**config.mk**
```make
export PLATFORM = sky130hd
export DESIGN_NAME = layer1_minimal
export DESIGN_NICKNAME = d
export VERILOG_FILES = /design/src/rtl/layer1_minimal.sv
export SDC_FILE = /design/constraint.sdc
export NUM_CORES = 1
export LEC_CHECK = 0
export BUFFER_PORTS_ARGS = -buffer_cell sky130_fd_sc_hd__buf_2
export CORE_AREA = 2 2 175 177
export DETAILED_ROUTE_END_ITERATION = 12
export DIE_AREA = 0 0 177 179
export PLACE_DENSITY_LB_ADDON = 0.1
export SLEW_MARGIN = 10
export SYNTH_ARGS = -nofsm -noshare
export SYNTH_HDL_FRONTEND = slang
export SYNTH_SLANG_ARGS = --single-unit
export TNS_END_PERCENT = 30
```
**constraint.sdc**
```tcl
create_clock -name clk -period 19.5 [get_ports clk]
set_input_delay 3.9 -clock clk [delete_from_list [all_inputs] [get_ports clk]]
set_output_delay 3.9 -clock clk [all_outputs]
set_load 0.01 [all_outputs]
```
**src/rtl/layer1_minimal.sv**
```systemverilog
// Layer-1 apical-gain block: weighted thalamic/feedback sum, slow SST+ low-pass
// filter, and a clamped multiplicative gain around 1.0 (signed Q14).
module layer1_minimal #(
    parameter int WIDTH = 18,
    parameter int FRAC  = 14
) (
    input  logic                    clk,
    input  logic                    rst,
    input  logic                    clk_en,
    input  logic signed [WIDTH-1:0] matrix_thalamic_input,
    input  logic signed [WIDTH-1:0] feedback_input_1,
    input  logic signed [WIDTH-1:0] feedback_input_2,
    output logic signed [WIDTH-1:0] apical_gain
);

    localparam int PW = 2 * WIDTH;   // full-precision product width
    localparam int SW = WIDTH + 3;   // weighted-sum width
    localparam int DW = WIDTH + 2;   // filter difference width
    localparam int GW = WIDTH + 1;   // gain pre-clamp width

    localparam logic signed [WIDTH-1:0] W_FB1 = WIDTH'(4915);
    localparam logic signed [WIDTH-1:0] W_FB2 = WIDTH'(3277);
    localparam logic signed [WIDTH-1:0] W_MAT = WIDTH'(2458);
    localparam logic signed [DW-1:0]    ALPHA = DW'(164);

    localparam logic signed [WIDTH-1:0] ONE     = WIDTH'(1 << FRAC);
    localparam logic signed [SW-1:0]    SUM_MAX = SW'(1 << FRAC);
    localparam logic signed [SW-1:0]    SUM_MIN = -SUM_MAX;
    localparam logic signed [GW-1:0]    G_ONE   = GW'(1 << FRAC);
    localparam logic signed [GW-1:0]    G_MIN   = GW'(1 << (FRAC - 1));
    localparam logic signed [GW-1:0]    G_MAX   = GW'(3 << (FRAC - 1));

    logic signed [WIDTH-1:0] sst_state;

    logic signed [PW-1:0]    p_mat, p_fb1, p_fb2;
    logic signed [SW-1:0]    sum;
    logic signed [WIDTH-1:0] target;
    logic signed [DW-1:0]    diff;
    logic signed [2*DW-1:0]  dprod;
    logic signed [WIDTH-1:0] delta;
    logic signed [WIDTH-1:0] sst_next;
    logic signed [GW-1:0]    gain_sum;
    logic signed [WIDTH-1:0] gain_next;

    always_comb begin
        p_mat = PW'(matrix_thalamic_input) * PW'(W_MAT);
        p_fb1 = PW'(feedback_input_1) * PW'(W_FB1);
        p_fb2 = PW'(feedback_input_2) * PW'(W_FB2);
        sum   = SW'(p_mat >>> FRAC) + SW'(p_fb1 >>> FRAC) + SW'(p_fb2 >>> FRAC);

        if (sum > SUM_MAX)
            target = WIDTH'(SUM_MAX);
        else if (sum < SUM_MIN)
            target = WIDTH'(SUM_MIN);
        else
            target = WIDTH'(sum);

        // Flooring shift: rising steps stall short of target, falling steps land on it.
        diff     = DW'(target) - DW'(sst_state);
        dprod    = (2*DW)'(diff) * (2*DW)'(ALPHA);
        delta    = WIDTH'(dprod >>> FRAC);
        sst_next = sst_state + delta;

        // Clamp only the output; the filter state itself may run past +/-0.5.
        gain_sum = G_ONE + GW'(sst_next);
        if (gain_sum > G_MAX)
            gain_next = WIDTH'(G_MAX);
        else if (gain_sum < G_MIN)
            gain_next = WIDTH'(G_MIN);
        else
            gain_next = WIDTH'(gain_sum);
    end

    // NOTE: registered state uses non-blocking assignments so every flop samples
    // pre-edge values; reset is synchronous and wins over clk_en.
    always_ff @(posedge clk) begin
        if (rst) begin
            sst_state   <= '0;
            apical_gain <= ONE;
        end else if (clk_en) begin
            sst_state   <= sst_next;
            apical_gain <= gain_next;
        end
    end

endmodule

```
Word-level counts from Yosys, hierarchy flattened
Index checks and enable logic that the tools add are counted.
W data, S select, Z words.
- flip-flop bits (word level): 36
- bits of input ports: 57
- output and inout port bits: 18
- logic and storage cells: 19
- $add $sub $neg: 5
- $mul: 4
- $lt $le $gt $ge: 4
- muxes and demuxes: 4
- operators with widths (operator ; count):
    $mux W18 ; 4
    $mul A18 B14 Y32 const B ; 1
    $mul A18 B13 Y31 const B ; 1
    $mul A18 B12 Y30 const B ; 1
    $mul A19 B7 Y26 const B ; 1
    $add A19 B17 Y20 ; 1
    $gt A20 B16 Y1 const B ; 1
    $lt A20 B15 Y1 const B ; 1
    $add A16 B18 Y19 const A ; 1
    $add A17 B18 Y19 ; 1
    $gt A19 B16 Y1 const B ; 1
    $lt A19 B15 Y1 const B ; 1
    $sub A18 B18 Y19 ; 1
    $add A18 B14 Y18 ; 1

Logic depth before layout (Yosys ltp)
Gate-level depths: netlist of run 1.
- word-level depth: 13
- gate-level depth with buffers: 83
- mapped depth without buffers: 82

Least setup slack after synthesis of run 1
Ideal clock, no wire load.
- kind: input -> register
- start point: input feedback_input_1[4]
- end point: register apical_gain[8]
- library setup time: 59 ps
- data arrival time: 19529 ps
- data required time: 19441 ps
- path slack: -88 ps
- stages: 77
- path through: ha_1 -> ha_1 -> inv_1 -> fa_1 -> inv_1 -> fa_1 -> fa_1 -> fa_1 -> ha_1 -> o21ai_0 -> a21oi_1 -> and3_1 -> a21o_1 -> o41ai_1 -> o21ai_1 -> o211a_1 -> o211a_1 -> o21a_1 -> [41 not listed] -> ha_1 -> nand3_1 -> nor2_1 -> nor4_1 -> a21oi_1 -> or2_1 -> o31a_1 -> xnor2_1 -> ha_1 -> nand4_1 -> or4_1 -> nor2_1 -> nand4_1 -> a211oi_2 -> nand3_1 -> mux2i_2 -> buf_6 -> a22o_1
- longest elaborated chain between the ends: 13
- ends and longest elaborated chain (what ; RTL line ; RTL):
    start: declaration ; 11 ; input logic signed [WIDTH-1:0] feedback_input_1,
    $mul A18 B14 Y32 (*) ; 47 ; p_fb1 = PW'(feedback_input_1) * PW'(W_FB1);
    $add A17 B18 Y19 (*) ; 49 ; sum = SW'(p_mat >>> FRAC) + SW'(p_fb1 >>> FRAC) + SW'(p_fb2 >>> FRAC);
    $add A19 B17 Y20 (*) ; 49 ;
    $lt A20 B15 Y1 ; 53 ; else if (sum < SUM_MIN)
    $mux W18 ; 53 ;
    $mux W18 (*) ; 51 ; if (sum > SUM_MAX)
    $sub A18 B18 Y19 (*) ; 59 ; diff = DW'(target) - DW'(sst_state);
    $mul A19 B7 Y26 (*) ; 60 ; dprod = (2*DW)'(diff) * (2*DW)'(ALPHA);
    $add A18 B14 Y18 (*) ; 62 ; sst_next = sst_state + delta;
    $add A16 B18 Y19 (*) ; 65 ; gain_sum = G_ONE + GW'(sst_next);
    $lt A19 B15 Y1 ; 68 ; else if (gain_sum < G_MIN)
    $mux W18 ; 68 ;
    $mux W18 (*) ; 66 ; if (gain_sum > G_MAX)
    end signal: assignment ; 82 ; apical_gain <= gain_next;
    end: declaration ; 13 ; output logic signed [WIDTH-1:0] apical_gain
Mark *: on every way between the ends. The rest lies on a longest branch, timed or not.
A chain may end at the register's enable or synchronous reset.

Worst setup path after layout of run 1
- start point: input feedback_input_1[11]
- end point: register apical_gain[1]
The elaborated chain is that of the path after synthesis.

==> results of run 1 <==
synth_stat cells, drive strengths merged, types with 7 or more instances:
library cell,count,area share (%)
ha,413,29
xnor2,66,3.4
o21a,31,1.3
nand3,15,0.42
inv,564,12
o211a,7,0.40
clkbuf,9,0.25
a22o,14,0.69
nand2,42,0.89
nand4,7,0.25
nor2,101,2.2
mux2i,19,1.1
xor2,46,2.3
o21ai,56,1.6
o21bai,9,0.38
a211oi,11,0.55
nor3,26,0.76
a31oi,7,0.33
fa,263,30
nand2b,12,0.44
or2,10,0.35
dfxtp,36,4.1
or3,7,0.25
a21o,30,1.3
nor2b,17,0.60
a21oi,67,1.9
area by class of cell:
type                            count  area, um^2
Clock inverter                      3       42.54
Clock buffer                        5       125.1
Sequential cell                    36       720.7
Tap cell                          396       495.5
Multi-Input combinational cell   1342       15940
Fill cell                        2420        9052
Inverter                          564        2117
Timing Repair Buffer              215        1538
logic make-up after synthesis:
group | Yosys count
AND/OR/NAND/NOR | 264
buffers and inverters | 575
adder cells (fa/ha/maj) | 676
AO/OA/AOI/OAI | 269
flip-flops | 36
XOR/XNOR | 112
multiplexers | 21
metrics by stage:
| stage | hold WS (ns) | TNS (ns) | setup slack [ns] | cells | utilization [%] |
|---|---|---|---|---|---|
| final | 0.4623 | 0 | 0.3131 | 2561 | 69.85 |
| after global routing | 0.4766 | -6.880 | -0.4633 | 2561 | 69.85 |
| after CTS | 0.4660 | 0 | 0.009742 | 2537 | 65.22 |
| after detailed placement | 0.4476 | -7.644 | -0.5077 | 2528 | 64.50 |
| after global placement | 0.4366 | -0.6007 | -0.04440 | 2528 | 64.50 |
| after floorplan | 0.4604 | 0 | 0.07325 | 1953 | - |
registers in the layout, indices dropped and copies added (netlist names):
register and flops:
sst_state 18, apical_gain 18
cells in the final DEF, fill, tap and decap left out, types with 11 or more instances in the layout:
master,instances
nand2_1,39
inv_1,553
xor2_1,42
o21a_1,31
nor3_1,21
buf_6,19
a21oi_1,40
a21oi_2,22
buf_4,132
nor2b_1,14
ha_1,358
a22o_1,14
o21ai_2,12
o21ai_0,33
mux2i_1,18
nor2_1,93
xnor2_1,61
fa_1,260
a21o_1,29
inv_2,11
ha_4,50
nand3_1,13
buf_2,62
dfxtp_1,36
worst register-to-register path, delay by kind of cell (launching register included):
family,cells,cell delay (ns)
xor gates and xnor gates,3,0.42
AOI/OAI and AO/OA,14,2.35
DFF,1,0.53
and+or+nand+nor,17,2.82
muxes,1,0.22
adders and majority gates,7,2.03
buffers and inverters,5,0.59
layer usage:
metal	part of all wire, %	vias to the layer above	wire length (um)
li1	-	6615	-
met2	51	124	19040
met5	0	-	0
met3	1.6	48	583
met4	1.9	0	707
met1	46	6353	17260
path summary, 6_finish.rpt:
check,startpoint,to,slack (ns),depth (start not counted)
max reg2reg,sst_state[1],apical_gain[1],10.49,47
max,feedback_input_1[11],apical_gain[1],0.31,77
min,apical_gain[16],apical_gain[16],0.46,1
min reg2reg,apical_gain[16],apical_gain[16],0.46,1
what timing repair did:
action | in CTS | in global routing
setup buffers | 1 | 23
pin swaps | 3 | 179
gates cloned | 0 | 1
setup endpoints to repair | 16 | 17
resized for setup | 9 | 223
==> metrics, run 1 <==
status=completed; largest family of logic cells by synthesized area=adder cells; grt met3 use=roughly 1.2%; global-route wire length before repair=a little over 60 mm; Post-Syn Area=roughly 18000 um^2; asr flop ratio synth=0%; Avg Cell Area, Syn=about 9.1 um^2; final count of pins violating max slew=0; startpoint types=input port; simple-gate area share of the yosys netlist=approximately 7.3%; ratio of cells with drive above 1 in the final layout=a little under a fifth; RSZ-0062 raised after global routing=yes; fmax=between 50 and 60 MHz; Ys Warns=0; later-pin clock latency in the skew report=about 0.28 ns; TritonCTS buffer count=5; CP required=roughly 20 ns; sequential-to-total area share from yosys stat=a little over 4%; die extent in x=177 um; GRT busiest layer=met2; final hold violations=0; hpwl dp=about 33 mm; GP Congestion=a little under 0.9; met2 Use GR=between 40 and 50%; min-delay worst type=reg2reg; DR iter-0 viols=~380; Worst Path Max Fanout=7; initial antenna violation count=0; Ant. Diodes=0; clk_skew=0.005180 ns; GRT Overall Usage=about a quarter; Worst Tran Pin Value=0.9859 ns; post-route cell area=roughly 21000 um^2; Ports=75; Slew HR=about 34%; vias per cell=about 5.1; post-synthesis compound-gate area fraction=a little over a tenth; Gate Count Post-Synth=about 2000; H-tree depth=2; post-synthesis adder-cell area fraction=between 50 and 60%; Final Cycle Share=98.39%; crit path max-delay cell type=fa_1; clock slew at reported path FFs=approximately 0.060 ns; vias in the first global route=13510; core area=30030 um^2; XOR/XNOR Fraction of Synth Area=under 10%; Initial Util=between 50% and 60%; CTS Sinks=36; CTS tree=built; Max stage delay on crit path=between 0.5 and 0.6 ns; Detailed Routing Iterations Pass 1=4; number of max-cap violations=0; syn nets=2686; WP buf/inv=9; post-route ant nets=0; Hold Buf Count CTS=0; clk buf depth=2; die area=~32000 um^2; Final Setup Violations=0; Die Ht=179 um; pin count of the biggest net entering global routing=28; most used cell, CP=ha_1; Worst path top cell family by delay=adder cells; routed length per instance=~15 um; nature of the critical path endpoint=flip-flop; WS Path Type=in2reg; nets=just under 3000; Main synth FF type=dfxtp_1; Post-DP Area=between 15000 and 20000 um^2; Syn-to-layout area delta=18.56%; Post-Route WL=between 30 and 40 mm; Yosys cell types=70; vias after detailed routing=13140; EDFF count, synth=0; min Tclk post-route=about 19 ns; # rows=64; met1 Use GR=a little under a third; root buf cell=clkbuf_16; drt drc=0; multiplexer share of the synthesized area=~1.2%; Buffers on Ports=74; CP Data Arrival Time=just under 20 ns; gr ovfl total=0; register bit total from synthesis=36
Power of run 1 is not shown: default switching activity piles up to over one toggle a cycle in this logic, so the estimate is an artifact.
==> inputs of run 2 (changes only) <==
ABC_AREA = 1   (was not set)
CAP_MARGIN = 10   (was not set)
CORE_AREA = 2 2 181 183   (was 2 2 175 177)
DIE_AREA = 0 0 183 185   (was 0 0 177 179)
==> run 2 against run 1 <==
- count of clock-buffer cells in the layout increased by 2
- highest routed layer unchanged
- cell count increased by 10%
- critical path depth increased by 5
==> metrics, run 2 <==
min Tclk post-route=18.42 ns (-0.7668 ns); synth top area cells=fa_1 (28%), ha_1 (27%), inv_1 (13%); metal2 WL=19.38 mm (+1.8%); leading area contributor after synthesis=fa_1; Post-Route WL=40.53 mm (+7.8%); clock slew at reported path FFs=0.05 ns (about the same); Buffers on Ports=74 (unchanged); EDFF count, synth=0 (unchanged); Main synth FF type=dfxtp_1; vias after detailed routing=14750 (+12%); # rows=66 (+3.1%); clk_skew=0.003517 ns (-0.001663 ns); WS Path Type=in2reg; hpwl dp=36.99 mm (+14%); Metal-1 WL=18.88 mm (+9.4%); post-route insts no fill=2823 (+10%); Gate Count Post-Synth=2346 (+20%); RR Endpoint=apical_gain[2]; final count of pins violating max slew=0 (unchanged); pre-CTS setup slack=0.2724 ns (+0.7801 ns); Final Setup Violations=0 (unchanged); most frequent cells after synthesis=inv_1 (658), ha_1 (413), fa_1 (263), nand2_1 (233), a21oi_1 (157); die area=33860 um^2 (+6.9%); Worst Path Max Fanout=15 (+8); worst reg2reg path depth=48 (+2.1%); GP Congestion=0.9371 (+7.1%); Avg Cell Area, Syn=8.050 um^2 (-11%); global-route wire length before repair=69.18 mm (+13%); final setup margin=1.080 ns (+0.7668 ns); Ys Warns=0 (unchanged); initial antenna violation count=0 (unchanged); Slew HR=52.20% (+18 points); wire length on met3=1.376 mm (+140%); pin count of the biggest net entering global routing=35 (+25%); final hold violations=0 (unchanged); fmax=54.29 MHz (+4.2%); Yosys cell types=52 (-26%); Post-DP Area=19700 um^2 (+1.7%); sequential-to-total area share from yosys stat=3.816% (-0.26 points); post-route ant nets=0 (unchanged); core area=32040 um^2 (+6.7%); Syn-to-layout area delta=5.360%; drt drc=0 (unchanged); Hold Path End=apical_gain[16]; Max stage delay on crit path=0.54 ns (about the same); Final Cycle Share=94.46% (-3.9 points); startpoint types=input port; Hold Buf Count CTS=0 (unchanged); crit path max-delay cell type=fa_1; H-tree depth=2 (unchanged); Ports=75 (unchanged); r2r startpoint=sst_state[2]; asr flop ratio synth=0% (unchanged); Die Ht=185 um (+3.4%); placed cells=2814 (+11%); Detailed Routing Iterations Pass 1=5 (+1); Worst Tran Pin Value=0.7162 ns (-0.2697 ns); largest registers=apical_gain: 18 flops, sst_state: 18 flops; vias in the first global route=15000 (+11%); Synth top area share=27.88% (-1.9 points); CTS tree=built; commonest non-fill, non-tap cell in the layout=inv_1; top-count cell post-synth=inv_1; CP Data Arrival Time=18.63 ns (-0.78 ns); DR iter-0 viols=649 (+70%); Layout Utilization=62.10% (-7.8 points); Post-Syn Area=18880 um^2 (+6.7%); hold_sp=apical_gain[16]; min-delay worst type=reg2reg; clk buf depth=2 (unchanged); gr ovfl total=0 (unchanged); ratio of cells with drive above 1 in the final layout=6.046% (-13 points); number of max-cap violations=0 (unchanged); most frequent cells in the layout=inv_1 (658), ha_1 (413), fa_1 (263), nand2_1 (233), a21oi_1 (155); GRT Overall Usage=24.78% (+1.3 points); root buf cell=clkbuf_16; die extent in x=183 um (+3.4%); Initial Util=58.94% (about the same); CTS Sinks=36 (unchanged); Worst Hold Depth=2 (+1); routed length per instance=14.36 um (-2.2%); later-pin clock latency in the skew report=0.28 ns (about the same); syn nets=3079 (+15%); register bit total from synthesis=36 (unchanged); vias per cell=5.225 (+1.8%); status=completed; Reg2Reg Setup Slack=11.47 ns (+0.98 ns); nature of the critical path endpoint=flip-flop; Ant. Diodes=0 (unchanged); post-route cell area=19900 um^2 (-5.1%); TritonCTS buffer count=5 (unchanged); nets=3148 (+8.7%); CP required=19.71 ns (-0.02 ns); DR top layer=met4
==> run 2: cell count changes after synthesis, moves of 25 or more <==
cell | previous run | this run
xor2_1 | 45 | 70
inv_1 | 564 | 658
nand3_1 | 15 | 63
nor2_1 | 99 | 143
nand2_1 | 42 | 233
a21oi_1 | 65 | 157
==> run 2: worst max-delay path by stage <==
| stage | start | to | slack, ns | depth (start not counted) |
|---|---|---|---|---|
| after floorplan | feedback_input_1[5] | apical_gain[13] | 2.25 | 80 |
| after global placement | feedback_input_1[6] | apical_gain[0] | 0.61 | 81 |
| after detailed placement | feedback_input_1[4] | apical_gain[1] | 0.27 | 84 |
| after CTS | feedback_input_1[5] | apical_gain[1] | 0.53 | 82 |
| after global routing | feedback_input_1[4] | apical_gain[8] | -0.003 | 84 |
| final | feedback_input_1[2] | apical_gain[2] | 1.08 | 82 |
==> run 2: final cells by class <==
| class | instances | area (um^2) |
|---|---|---|
| multi-input cells | 1635 | 15650 |
| fillers | 2888 | 12140 |
| inverters | 661 | 2481 |
| flip-flops and latches | 36 | 720.7 |
| well taps | 408 | 510.5 |
| repair buffers | 76 | 385.4 |
| clock buffers | 7 | 152.6 |
==> run 2: layer usage <==
layer	global-route usage, %	vias up
li1	-	7430
met1	33.40	6981
met2	43.76	280
met3	1.573	60
met4	5.888	0
met5	0	-
==> run 2: worst max-delay path, delay by kind of cell <==
kind | cells | cell delay (ns)
adders and majority gates | 16 | 5.82
AOI/OAI and AO/OA | 24 | 4.32
and+or+nand+nor | 29 | 3.30
buffers and inverters | 11 | 0.84
xor gates and xnor gates | 2 | 0.42
==> run 2: cell families (layout without fill, tap and decap cells) <==
group / count (synthesis) / in the layout / share of synthesized area [%]
DFF: 36 / 36 / 3.816
adders and majority gates: 676 / 676 / 55.24
buffers and inverters: 675 / 744 / 13.48
and+or+nand+nor: 520 / 520 / 12.06
xor gates and xnor gates: 123 / 123 / 5.744
AOI/OAI and AO/OA: 316 / 316 / 9.654
==> run 2: timing repair <==
item | 4_1_cts | 5_1_grt
setup endpoints to repair | 0 | 16
resized for setup | 0 | 11
setup buffers | 0 | 2
==> run 2: stage by stage <==
step | hold slack, ns | TNS, ns
6_report | 0.4360 | 0
5_1_grt | 0.4508 | -0.002585
4_1_cts | 0.4346 | 0
3_5_place_dp | 0.4255 | 0
3_3_place_gp | 0.4243 | 0
2_1_floorplan | 0.4627 | 0
Power of run 2 is left out for the same reason.
==> inputs of run 3 (changes only) <==
CORE_AREA = 2 2 216 154   (was 2 2 181 183)
DIE_AREA = 0 0 218 156   (was 0 0 183 185)
clock period = 16.5 ns   (was 19.5 ns; I/O delays follow)
==> run 3 against run 2 <==
- the run now ends with negative setup slack left
- sequential share of layout area is 0.83 points lower
- cell count rose by 18%
- utilization grew 19 points
- flip-flop and latch count did not move
- non-clock buffer count is 501 higher
- worst hold slack better by 0.0090 ns
- critical path depth is 3 lower
- clock skew decreased by 0.00059 ns
- first-iteration DRC count up 68%
- count of clock-buffer cells in the layout shrank 2
- via count rose by 20%
- critical path type unchanged
==> metrics, run 3 (synthesis results as in run 2) <==
Final Setup Violations=16 (+16); global-route wire length before repair=82.39 mm (+19%); post-route cell area=25810 um^2 (+30%); CTS tree=built; initial antenna violation count=0 (unchanged); startpoint types=input port; ratio of cells with drive above 1 in the final layout=32.21% (+26 points); vias per cell=5.298 (+1.4%); Layout Utilization=80.85% (+19 points); nature of the critical path endpoint=flip-flop; Multi-input gate area=17670 um^2 (+13%); Syn-to-layout area delta=36.70%; GP Congestion=0.9142 (-2.4%); TritonCTS buffer count=5 (unchanged); number of max-cap violations=0 (unchanged); min Tclk post-route=16.81 ns; Slew HR=47.93% (-4.3 points); core area=31930 um^2 (-0.34%); later-pin clock latency in the skew report=0.28 ns (about the same); clk buf depth=2 (unchanged); Post-DP Area=23130 um^2 (+17%); fmax=roughly 60 MHz; commonest non-fill, non-tap cell in the layout=inv_1; RSZ-0062 raised after global routing=yes; Initial Util=59.14% (+0.20 points); vias in the first global route=17300 (+15%); clk_skew=0.002929 ns (-0.0005875 ns); nets=3650 (+16%); Die Ht=156 um (-16%); Worst Path Max Fanout=8 (-7); CTS Sinks=36 (unchanged); GRT Overall Usage=29.31% (+4.5 points); drt drc=0 (unchanged); Max stage delay on crit path=0.56 ns (+0.02 ns); min-delay worst type=reg2reg; Final Cycle Share=101.9%; hpwl dp=43.37 mm (+17%); Ports=75 (unchanged); routed length per instance=16.59 um (+16%); setup TNS=-4.452 ns (-4.452 ns); Detailed Routing Iterations Pass 1=6 (+1); crit path max-delay cell type=fa_1; Worst Tran Pin Value=0.7802 ns (+0.06400 ns); Buffers on Ports=74 (unchanged); fillers=2039 (-29%); most frequent cells in the layout=inv_1 (632), buf_4 (495), ha_1 (328), fa_1 (258), nand2_1 (200); clock slew at reported path FFs=0.06 ns (about the same); FF/Latch Area=720.7 um^2 (unchanged); post-route ant nets=0 (unchanged); die extent in x=218 um (+19%); violations in the final reports=negative setup slack; vias after detailed routing=17720 (+20%); status=finished, violations left; # rows=55 (-17%); most used cell, CP=inv_1; Post-Route WL=55.48 mm (+37%); final hold violations=0 (unchanged); largest registers=apical_gain: 18 flops, sst_state: 18 flops; gr ovfl total=0 (unchanged); Ant. Diodes=0 (unchanged); WS Path Type=in2reg; Hold Buf Count CTS=0 (unchanged); pin count of the biggest net entering global routing=35 (unchanged); CP required=16.72 ns (-2.99 ns); die area=34010 um^2 (+0.45%); final count of pins violating max slew=0 (unchanged); root buf cell=clkbuf_16; final setup margin=-0.3068 ns (-1.387 ns); DR iter-0 viols=1089 (+68%); CP Data Arrival Time=17.03 ns (-1.60 ns); H-tree depth=2 (unchanged)
[run 3: changes by cell type in the layout (fill, tap and decap cells not counted), moves of 19 or more]
cell     previous run  this run
nand2_2            18        37
a21oi_2             5        52
inv_1             658       632
nand2_1           233       200
inv_2               3        29
a21oi_1           155        96
buf_4               2       495
ha_1              413       328
o21ai_0            63        42
ha_4                0        76
nor2_1            143       120
[run 3: layout make-up]
cell class | instances | area share (%)
multi-input combinational | 1636 | 68.43
timing repair buffer | 577 | 16.45
inverter | 661 | 9.611
sequential | 36 | 2.792
tap | 427 | 2.070
clock buffer | 5 | 0.4847
clock inverter | 3 | 0.1648
[run 3: routing by layer]
layer  GRT usage (%)  part of all wire [%]  up-vias
li1                -                     -     8452
met1           44.20                    46     8651
met2           48.34                    48      525
met3           1.696                   4.7       93
met4           2.008                   1.5        0
met5               0                     0        -
[run 3: stage by stage]
stage               hold WS (ns)  worst slack (ns)  std cells
finish                    0.4450           -0.3068       3345
global route              0.4711            -1.006       3345
CTS                       0.4438          0.008098       3307
detailed placement        0.4315            -1.090       3285
global placement          0.4231           -0.6555       3285
floorplan                 0.4627          0.006173       2346
[run 3: path summary, 6_finish.rpt]
kind                                      startpoint               to  slack [ns]  cells after the start
worst min register to register       apical_gain[16]  apical_gain[16]        0.44                      2
worst max register to register          sst_state[1]   apical_gain[3]        9.16                     43
worst max-delay path            feedback_input_1[11]   apical_gain[3]       -0.31                     79
worst min-delay path                 apical_gain[16]  apical_gain[16]        0.44                      2
[run 3: critical path: cells and delay by family]
| kind | cells | cell delay (ns) |
|---|---|---|
| buffers and inverters | 14 | 1.46 |
| xor gates and xnor gates | 3 | 0.58 |
| and+or+nand+nor | 31 | 3.17 |
| AOI/OAI and AO/OA | 15 | 2.51 |
| adders and majority gates | 16 | 5.97 |
[run 3: timing repair]
action	CTS	global route
gates cloned	1	0
endpoints found under the setup margin	17	24
pin swaps	59	203
gates resized for setup	106	306
setup buffers	13	38
Power of run 3 is left out for the same reason.
